--- src/rtl/multicycle_ctrl.sv ---
// Five-state multicycle sequencer for the MIPS-subset datapath: decodes Op/Func and
// drives every mux select and write enable, stalling IF/MEM on the memory handshake.
module multicycle_ctrl #(
    parameter int MEM_WAIT_MAX = 15
) (
    input  logic       Clk,
    input  logic       Clr,
    input  logic [5:0] Op,
    input  logic [5:0] Func,
    input  logic       Zero,
    input  logic       Mrdy,
    output logic       Pcwrite,
    output logic       Irwrite,
    output logic       Iord,
    output logic       Mrd,
    output logic       Wmem,
    output logic       Wreg,
    output logic       Regrt,
    output logic       Reg2reg,
    output logic       Jal,
    output logic       Se,
    output logic [1:0] Alusrca,
    output logic [1:0] Alusrcb,
    output logic [3:0] Aluc,
    output logic [1:0] Pcsrc,
    output logic [2:0] State,
    output logic       Illegal,
    output logic       Timeout
);

    localparam int CNT_W = (MEM_WAIT_MAX < 1) ? 1 : $clog2(MEM_WAIT_MAX + 1);
    localparam logic [CNT_W:0] CNT_LIM = (CNT_W + 1)'(MEM_WAIT_MAX);

    localparam logic [3:0] ALU_ADD = 4'b0000;
    localparam logic [3:0] ALU_SUB = 4'b0100;
    localparam logic [3:0] ALU_AND = 4'b0001;
    localparam logic [3:0] ALU_OR  = 4'b0101;
    localparam logic [3:0] ALU_XOR = 4'b0010;
    localparam logic [3:0] ALU_LUI = 4'b0110;
    localparam logic [3:0] ALU_SLL = 4'b0011;
    localparam logic [3:0] ALU_SRL = 4'b0111;
    localparam logic [3:0] ALU_SRA = 4'b1111;

    typedef enum logic [2:0] {
        S_IF  = 3'd0,
        S_ID  = 3'd1,
        S_EX  = 3'd2,
        S_MEM = 3'd3,
        S_WB  = 3'd4
    } state_t;

    state_t           state;
    state_t           state_next;
    logic [CNT_W-1:0] wait_cnt;
    logic [CNT_W:0]   cnt_inc;
    logic             waiting;

    logic       is_rtype, is_legal, is_shift, is_itype, is_zext;
    logic       is_j, is_jal, is_jr, is_beq, is_bne, is_lw, is_sw;
    logic [3:0] ex_aluc;
    logic [1:0] ex_srca, ex_srcb;
    logic       br_taken;

    // NOTE: every signal written in an always_comb gets a default first, so no path
    // leaves it unassigned and no latch is inferred.
    always_comb begin
        is_rtype = (Op == 6'h00);
        is_legal = 1'b1;
        is_shift = 1'b0;
        is_itype = 1'b0;
        is_zext  = 1'b0;
        is_j     = 1'b0;
        is_jal   = 1'b0;
        is_jr    = 1'b0;
        is_beq   = 1'b0;
        is_bne   = 1'b0;
        is_lw    = 1'b0;
        is_sw    = 1'b0;
        ex_aluc  = ALU_ADD;
        if (is_rtype) begin
            case (Func)
                6'h20:   ex_aluc = ALU_ADD;
                6'h22:   ex_aluc = ALU_SUB;
                6'h24:   ex_aluc = ALU_AND;
                6'h25:   ex_aluc = ALU_OR;
                6'h26:   ex_aluc = ALU_XOR;
                6'h00:   begin ex_aluc = ALU_SLL; is_shift = 1'b1; end
                6'h02:   begin ex_aluc = ALU_SRL; is_shift = 1'b1; end
                6'h03:   begin ex_aluc = ALU_SRA; is_shift = 1'b1; end
                6'h08:   is_jr = 1'b1;
                default: is_legal = 1'b0;
            endcase
        end else begin
            case (Op)
                6'h08:   is_itype = 1'b1;
                6'h0C:   begin is_itype = 1'b1; is_zext = 1'b1; ex_aluc = ALU_AND; end
                6'h0D:   begin is_itype = 1'b1; is_zext = 1'b1; ex_aluc = ALU_OR;  end
                6'h0E:   begin is_itype = 1'b1; is_zext = 1'b1; ex_aluc = ALU_XOR; end
                6'h0F:   begin is_itype = 1'b1; ex_aluc = ALU_LUI; end
                6'h23:   is_lw = 1'b1;
                6'h2B:   is_sw = 1'b1;
                6'h04:   begin is_beq = 1'b1; ex_aluc = ALU_SUB; end
                6'h05:   begin is_bne = 1'b1; ex_aluc = ALU_SUB; end
                6'h02:   is_j = 1'b1;
                6'h03:   is_jal = 1'b1;
                default: is_legal = 1'b0;
            endcase
        end
    end

    assign ex_srca  = is_shift ? 2'b10 : 2'b01;
    assign ex_srcb  = (is_itype || is_lw || is_sw) ? 2'b10 : 2'b00;
    assign br_taken = (is_beq && Zero) || (is_bne && !Zero);

    always_comb begin
        Pcwrite    = 1'b0;
        Irwrite    = 1'b0;
        Iord       = 1'b0;
        Mrd        = 1'b0;
        Wmem       = 1'b0;
        Wreg       = 1'b0;
        Regrt      = 1'b0;
        Reg2reg    = 1'b0;
        Jal        = 1'b0;
        Se         = 1'b0;
        Alusrca    = 2'b00;
        Alusrcb    = 2'b00;
        Aluc       = ALU_ADD;
        Pcsrc      = 2'b00;
        Illegal    = 1'b0;
        state_next = S_IF;
        if (!Clr) begin
            Regrt   = !is_rtype;
            Reg2reg = is_lw;
            Se      = !is_zext;
            case (state)
                S_IF: begin
                    Mrd     = 1'b1;
                    Alusrcb = 2'b01;
                    if (Mrdy) begin
                        Irwrite    = 1'b1;
                        Pcwrite    = 1'b1;
                        state_next = S_ID;
                    end else begin
                        state_next = S_IF;
                    end
                end
                S_ID: begin
                    Alusrcb = 2'b11;
                    if (!is_legal) begin
                        Illegal = 1'b1;
                    end else if (is_j || is_jal) begin
                        Pcwrite = 1'b1;
                        Pcsrc   = 2'b11;
                        Wreg    = is_jal;
                        Jal     = is_jal;
                    end else if (is_jr) begin
                        Pcwrite = 1'b1;
                        Pcsrc   = 2'b10;
                    end else begin
                        state_next = S_EX;
                    end
                end
                // ALU inputs stay on the EX operation through MEM/WB so the
                // every-cycle Aluout latch keeps holding the address/result.
                S_EX, S_MEM, S_WB: begin
                    Alusrca = ex_srca;
                    Alusrcb = ex_srcb;
                    Aluc    = ex_aluc;
                    if (state == S_EX) begin
                        if (is_beq || is_bne) begin
                            Pcwrite    = br_taken;
                            Pcsrc      = br_taken ? 2'b01 : 2'b00;
                            state_next = S_IF;
                        end else if (is_lw || is_sw) begin
                            state_next = S_MEM;
                        end else begin
                            state_next = S_WB;
                        end
                    end else if (state == S_MEM) begin
                        Iord = 1'b1;
                        if (is_lw) begin
                            Mrd        = 1'b1;
                            state_next = Mrdy ? S_WB : S_MEM;
                        end else if (is_sw) begin
                            Wmem       = 1'b1;
                            state_next = Mrdy ? S_IF : S_MEM;
                        end
                    end else begin
                        Wreg = 1'b1;
                    end
                end
                default: state_next = S_IF;
            endcase
        end
    end

    assign State   = state;
    assign waiting = !Mrdy && (state == S_IF || state == S_MEM);
    assign cnt_inc = {1'b0, wait_cnt} + 1'b1;

    // NOTE: sequential state uses non-blocking assignments so every register
    // samples pre-edge values regardless of statement order.
    always_ff @(posedge Clk) begin
        if (Clr) begin
            state    <= S_IF;
            wait_cnt <= '0;
            Timeout  <= 1'b0;
        end else begin
            state <= state_next;
            if (state_next != state) begin
                wait_cnt <= '0;
            end else if (waiting && cnt_inc <= CNT_LIM) begin
                wait_cnt <= cnt_inc[CNT_W-1:0];
            end
            if (waiting && state_next == state && cnt_inc >= CNT_LIM) begin
                Timeout <= 1'b1;
            end
        end
    end

endmodule
--- config.mk ---
export PLATFORM = sky130hd
export DESIGN_NAME = multicycle_ctrl
export DESIGN_NICKNAME = d
export VERILOG_FILES = /design/src/rtl/multicycle_ctrl.sv
export SDC_FILE = /design/constraint.sdc
export NUM_CORES = 1
export LEC_CHECK = 0
export ABC_AREA = 1
export CELL_PAD_IN_SITES_DETAIL_PLACEMENT = 0
export CELL_PAD_IN_SITES_GLOBAL_PLACEMENT = 2
export CORE_ASPECT_RATIO = 0.75
export CORE_MARGIN = 2
export CORE_UTILIZATION = 22
export DETAILED_ROUTE_END_ITERATION = 10
export HOLD_SLACK_MARGIN = 0.08
export PLACE_DENSITY = 0.84
export SKIP_CTS_REPAIR_TIMING = 1
export SYNTH_ARGS = -nofsm -noshare
export SYNTH_HDL_FRONTEND = slang
export SYNTH_SLANG_ARGS = --single-unit
--- constraint.sdc ---
create_clock -name Clk -period 4.3 [get_ports Clk]
set_input_delay 0.86 -clock Clk [delete_from_list [all_inputs] [get_ports Clk]]
set_output_delay 0.86 -clock Clk [all_outputs]
set_load 0.05 [all_outputs]
==> results.md <==
Worst setup path:
- The signal arrival time at the worst endpoint is 3.12 ns.
- The kind of critical path is input pin to output pin.
- STA classifies the critical path endpoint as an output pin.
- Measured in cells, the most critical reg-to-reg path has a length of 12.
- The signal on the critical path passes through clkdlybuf4s50_1 -> nor2_1 -> nand2_1 -> nor2_2 -> inv_1 -> nor3_1 -> clkdlybuf4s50_1.
- STA puts the critical path data required time at 3.44 ns.
- The maximum cell stage delay along the critical path is 0.82 ns.
- The launching element of the worst setup path is Op[0].
- The minimum setup slack among reg-to-reg paths is 2.69 ns.
- The startpoint class of the critical path is an input pin.
- The reg-to-reg critical path endpoint is wait_cnt[3].
- In this run the critical register-to-register path is launched from State[1].
- Along the worst path, the maximum fanout reaches 7.
- The cell with the biggest individual delay on the critical path is sky130_fd_sc_hd__clkdlybuf4s50_1.
- The cell with the most instances on the worst path is sky130_fd_sc_hd__clkdlybuf4s50_1.

Detailed routing:
- The first detailed-routing pass took 6 iterations.
- Using the TritonRoute via totals, the vias-per-cell ratio works out to 4.23.
- The number of DRC markers after the initial detailed-route iteration is 58.
- After detailed routing, the total wire length is 3290 µm.
- The count of nets left with antenna violations after detail routing is 0.
- The routed layout has 1353 vias.
- The average wire length per cell after detail routing is 10.3 µm.
- The DRC violations left is 0.

Global routing:
- Entering global routing, the biggest net connects 10 pins.
- The global-route wire length before repair is 5550 µm.
- The overall routing resource usage is 12.0%.
- Summed over all layers, the global routing overflow is 0.
- The initial antenna violation count came to 0.
- The number of global-route vias before repair is 1199.

Power:
- The analysis attributes to cell leakage a power of 0.785 nW.
- The switching portion of total power is 35.8%.
- The completed layout was analyzed and its total power is 0.271 mW.
- Per report_power, the combinational group accounts for 37.2% of the total.
- The portion of total power attributed to sequential cells is 29.2%.
- Across the VDD grid, the largest voltage drop is 0.0000609 V.
- The internal power summed over all cells is 0.174 mW.
- Summed over all nets, the switching power comes to 0.0971 mW.
- In this run the power density over the cells is 168 mW/mm².
- The clock network accounts for 33.6% of the total power.

Die:
- 41 I/O pins were placed.
- In this run the standard cell core region covers 0.00493 mm².
- The die covers 0.00572 mm².
- The width of the die is 86.7 µm.
- The number of standard-cell rows in the floorplan is 22.
- The initial standard-cell utilization of the core is 22.9%.
- From bottom edge to top edge, the die measures 66.0 µm.

Finish:
- The library cells used most frequently in the layout, excluding fill and tap cells, are 58 x sky130_fd_sc_hd__nand2_1, 38 x sky130_fd_sc_hd__inv_1, 37 x sky130_fd_sc_hd__nor2_1.
- The total area of multi-input combinational cells is 782 µm².
- The number of nets at the end of the flow is 280.
- The final design instance area without fill is 0.00161 mm².
- The share of layout cells above drive strength 1 is 13.8%.
- The utilization after layout is 32.6%.
- The number of fill cells in the layout is 570.
- The post-synthesis to final-layout area growth is 42.5%.
- The leading cell type in the layout, fill and taps excluded is sky130_fd_sc_hd__nand2_1.
- The sequential cells in the finished layout cover a total of 160 µm².
- 0 antenna diodes ended up in the layout.

Min path:
- The startpoint identified for the worst hold timing path is Timeout.
- The worst hold endpoint is Timeout.
- The number of cells on the worst hold path is 2.
- The type of the most critical hold path is register to register.

STA:
- The achievable frequency is 251 MHz.
- The worst path in the final design needs a cycle of 3.98 ns, including I/O delays and setup.
- Setup violations remaining at the end of the flow were counted as 0.
- Setup repair after global routing left no endpoint under its margin.
- The ratio of final minimum period to clock period is 92.7%.
- The slew at the pin with the worst max-slew slack is 0.510 ns.
- The final worst clock skew is 0.000255 ns.
- The worst hold-check slack is 0.461 ns.
- The worst pin sits at a relative slew slack of 65.9%.
- The summed negative setup slack over all endpoints is 0 ns.
- The final count of pins violating max slew is 0.
- The number of hold-slack violations in the final timing report is 0.

Logic synthesis:
- Of the post-synthesis cell area, the dominant cell type holds 19.3%.
- In the synthesized netlist the async set-or-reset flop fraction comes to 0%.
- Synthesis produced 218 cells.
- In this run, synthesis inferred 0 flip-flops with an integrated enable.
- The most common flop cell mapped by yosys is sky130_fd_sc_hd__dfxtp_1.
- The count of cell types in the netlist is 28.
- The cell area that synthesis handed to floorplanning was 0.00113 mm².
- The biggest area contributor in the post-synthesis netlist is sky130_fd_sc_hd__nand2_1.
- The number of nets in the synthesized netlist is 236.
- The mean instance size in the synthesized netlist is 5.18 µm².
- The post-synthesis sequential area ratio is 14.2%.
- The yosys synthesis warning count is 0.
- The number of synthesized register bits is 8.
- Ranked by total cell area, the synthesized netlist is headed by sky130_fd_sc_hd__nand2_1 19%, sky130_fd_sc_hd__dfxtp_1 14%, sky130_fd_sc_hd__inv_1 13%.

Clock network:
- The cell at the root of the clock tree is sky130_fd_sc_hd__clkbuf_8.
- CTS saw 8 sinks.
- No sink is reached through more buffers than the 2 on the longest clock path.
- The number of clock buffers added by TritonCTS is 3.
- The clock-pin slew reported for the worst setup and hold paths after clock tree synthesis is 0.04 ns.
- In this run the number of H-tree levels came out at 1.
- TritonCTS built the clock tree.
- The clock reaches the later pin of the worst-skew pair after 0.23 ns.

Run:
- The reported max-cap violation count is 0.

Placed design:
- The congestion estimate from routability-driven global placement came to 0.728.
- The wire-length estimate of the detail-placed layout is 2820 µm.
- Buffers placed on the I/O ports in this run total 40.
- The cell area after placement is 0.00157 mm².

Status:
- The flow ran to the end, and the final reports show no timing, DRC or antenna violations.
## critical path, delay by kind of cell
family	cells	cell delay, ns
and+or+nand+nor	4	0.75
buffers and inverters	3	1.50
## how the worst max path moves through the flow
| stage | to | slack [ns] | cells after the start |
|---|---|---|---|
| after floorplan | Wmem | 0.1 | 6 |
| after global placement | Alusrca[1] | 0.35 | 7 |
| after detailed placement | Alusrca[1] | 0.33 | 7 |
| after CTS | Alusrca[1] | 0.33 | 7 |
| after global routing | Alusrca[1] | 0.14 | 7 |
| final | Alusrca[1] | 0.32 | 7 |
## logic make-up (layout without fill, tap and decap cells)
logic type | count (synthesis) | count (layout) | synth area share, %
simple gates | 143 | 143 | 56.1
buf+inv | 45 | 87 | 16.5
fa+ha+maj | 2 | 2 | 2.22
compound gates | 18 | 18 | 9.43
flops | 8 | 8 | 14.2
xor+xnor | 2 | 2 | 1.55
## layout make-up
class / count / area share [%]
flip-flops and latches: 8 / 9.96
well taps: 60 / 4.67
multi-input cells: 165 / 48.6
inverters: 43 / 10.0
repair buffers: 41 / 24.1
clock buffers: 3 / 2.57
## cell usage after synthesis (2+ instances only)
cell                       n
sky130_fd_sc_hd__nand2_1  58
sky130_fd_sc_hd__inv_1    38
sky130_fd_sc_hd__nor2_1   37
sky130_fd_sc_hd__nand3_1  22
sky130_fd_sc_hd__dfxtp_1   8
sky130_fd_sc_hd__nand2_2   8
sky130_fd_sc_hd__o21ai_0   8
sky130_fd_sc_hd__nor2_2    7
sky130_fd_sc_hd__a21oi_1   4
sky130_fd_sc_hd__inv_2     4
sky130_fd_sc_hd__nor3_1    4
sky130_fd_sc_hd__ha_1      2
sky130_fd_sc_hd__nor3_2    2
sky130_fd_sc_hd__nor4_1    2
## state kept, by name, indices dropped and copies added, names as in the netlist
register  count
wait_cnt      4
State         3
Timeout       1
## stage by stage
| step | instances | worst slack [ns] |
|---|---|---|
| detailed placement | 317 | 0.328 |
| global placement | 317 | 0.353 |
| CTS | 320 | 0.327 |
| floorplan | 218 | 0.0982 |
| finish | 320 | 0.316 |
| global route | 320 | 0.142 |
## power by group through the flow
stage / registers (mW) / logic [mW] / clock network (mW)
2_1_floorplan: 0.0825 / 0.0608 / 0
3_3_place_gp: 0.0804 / 0.103 / 0
3_5_place_dp: 0.0804 / 0.101 / 0
4_1_cts: 0.0791 / 0.102 / 0.0942
5_1_grt: 0.0794 / 0.112 / 0.0991
6_report: 0.0792 / 0.101 / 0.0910
## layer usage
metal / share of wire [%] / GRT usage [%] / vias up
met1: 59 / 19.7 / 564
met2: 37 / 15.6 / 31
li1: - / - / 758
met3: 4.6 / 2.75 / 0
met5: 0 / 0 / -
met4: 0 / 1.17 / 0
No activity file was read; power rests on OpenSTA's default activity.
==> edit: new RTL, same flow settings <==
Register the output `Timeout` once more, without a reset; this adds one clock of latency there. The other outputs are not delayed to match.
--- a/src/rtl/multicycle_ctrl.sv
+++ b/src/rtl/multicycle_ctrl.sv
@@ -48,6 +48,8 @@
         S_MEM = 3'd3,
         S_WB  = 3'd4
     } state_t;
+
+    logic Timeout_s0;
 
     state_t           state;
     state_t           state_next;
@@ -205,7 +207,7 @@
         if (Clr) begin
             state    <= S_IF;
             wait_cnt <= '0;
-            Timeout  <= 1'b0;
+            Timeout_s0 <= 1'b0;
         end else begin
             state <= state_next;
             if (state_next != state) begin
@@ -214,9 +216,13 @@
                 wait_cnt <= cnt_inc[CNT_W-1:0];
             end
             if (waiting && state_next == state && cnt_inc >= CNT_LIM) begin
-                Timeout <= 1'b1;
+                Timeout_s0 <= 1'b1;
             end
         end
     end
 
+    always_ff @(posedge Clk) begin
+        Timeout <= Timeout_s0;
+    end
+
 endmodule
Check against the original RTL: no difference found for any inputs over 10 cycles, from zero or initial values; that may be too few to reach the edited logic, so the function may still have changed.
==> edit against the original RTL <==
Synthesized cell count down 1.4%; total power rose by 7.3%; final cell count shrank 0.94%; sequential cell count up 1; synthesized area is 0.89% higher; wire length up 1.6%; design area is 2.3% higher; worst hold slack lost 0.10 ns; worst setup slack better by 0.078 ns.
==> edit: results (changes against the original RTL) <==
DR WL/cell - 10.6 um (+2.6%)
Worst reg-to-reg setup slack - 2.54 ns (-0.15 ns)
P_leak - 0.826 nW (+5.2%)
Antenna diodes - 0 (unchanged)
DR WL met3 - 186 um (+24%)
RR Endpoint - wait_cnt[2]
Placed Cells incl. Taps - 313 (-1.3%)
Worst reg2reg path depth - 10 (-2)
Syn_nets - 233 (-1.3%)
Pwr dens - 177 nW/um2 (+4.8%)
GR Util met1 - 19.8% (+0.11 points)
First-pass GRT wire length - 5580 um (+0.38%)
Worst relative slew slack - 66.4% (+0.51 points)
R2r startpoint - State[0]
Total GRT Usage - 12.2% (+0.25 points)
Synth top area cells - nand2_1 (17%), dfxtp_1 (16%), nor2_1 (13%)
Filler Cell Count - 557 (-2.3%)
Final Net Count - 276 (-1.4%)
Placed cell area - 1600 um2 (+2.2%)
Hold Path Sink - Timeout
First-pass detailed-route iteration total - 4 (-2)
CP Data Arrival Time - 3.05 ns (-0.07 ns)
Adder-cell share of the synthesized area - 2.20% (-0.019 points)
Vias in the first global route - 1,201 (+0.17%)
Clk pwr share - 34.0% (+0.4 points)
Post-synth ARST share - 0% (unchanged)
Synth Area in Compound Gates - 8.13% (-1.3 points)
Worst hold margin - 0.359 ns (-0.102 ns)
Via Count - 1,356 (+0.22%)
Worst skew pair latency - 0.23 ns (about the same)
H-Tree Depth - 1 (unchanged)
Top Layer Used - met4
Place WS - 0.386 ns (+0.0578 ns)
Met3 Resource Use GR - 2.50% (-0.25 points)
M2 GR Usage - 15.8% (+0.26 points)
Max FO, Critical Path - 7 (unchanged)
Final HPWL DP - 2820 um (about the same)
Pwr Total - 291 uW (+7.3%)
Routability-driven placement congestion ratio - 0.826 (+13%)
P_seq - 88.9 uW (+12%)
CTS clk-pin slew, worst paths - 0.05 ns
PortBufs - 40 (unchanged)
Synth cell types - 25 (-11%)
Drt initial violations - 59 (+1.7%)
Met1 WL - 1940 um (+0.15%)
Pint - 188 uW (+8.3%)
Worst Setup SP - Op[3]
VDD IR-drop max - 65.6 uV (+7.8%)
Top post-synthesis cells by count - nand2_1 (52), nor2_1 (39), inv_1 (38)
Xor/xnor share of the synthesized area - 2.31% (+0.76 points)
Met2 wire length - 1190 um (-1.0%)
Synthesized area per cell - 5.30 um2 (+2.3%)
WHS Path Cells - 0 (-2)
Skew final - 0.00659 ns (+0.00634 ns)
Largest net degree at the start of global routing - 12 (+2)
Share of cells above drive strength 1 - 11.3% (-2.6 points)
Routed wire length - 3350 um (+1.6%)
Status - finished clean
Min-delay src - Timeout_s0
Sequential area share after synthesis - 15.8% (+1.6 points)
[edit: cell type report]
cell class	instances	share of cell area (%)
repair buffers	40	24.2
clock buffers	4	2.74
well taps	60	4.56
multi-input cells	162	47.9
inverters	42	9.66
flip-flops and latches	9	11.0
[edit: how the worst max path moves through the flow]
stage	endpoint	slack, ns	cells after the start
after floorplan	Irwrite	0.39	4
after global placement	Aluc[0]	0.35	8
after detailed placement	Aluc[0]	0.39	8
after CTS	Aluc[0]	0.38	8
after global routing	Aluc[0]	0.22	8
final	Aluc[0]	0.39	8
[edit: cells by family after synthesis]
kind of cell	after synthesis
xor+xnor	3
buf+inv	44
fa+ha+maj	2
flops	9
simple gates	141
compound gates	16
[edit: critical path: stages]
cell             delay, ns
clkdlybuf4s50_1       0.52
nor2_1                0.23
nand2_1               0.13
nor2_4                0.15
nand2_1               0.10
a21oi_1               0.14
a31o_2                0.11
clkdlybuf4s50_1       0.79
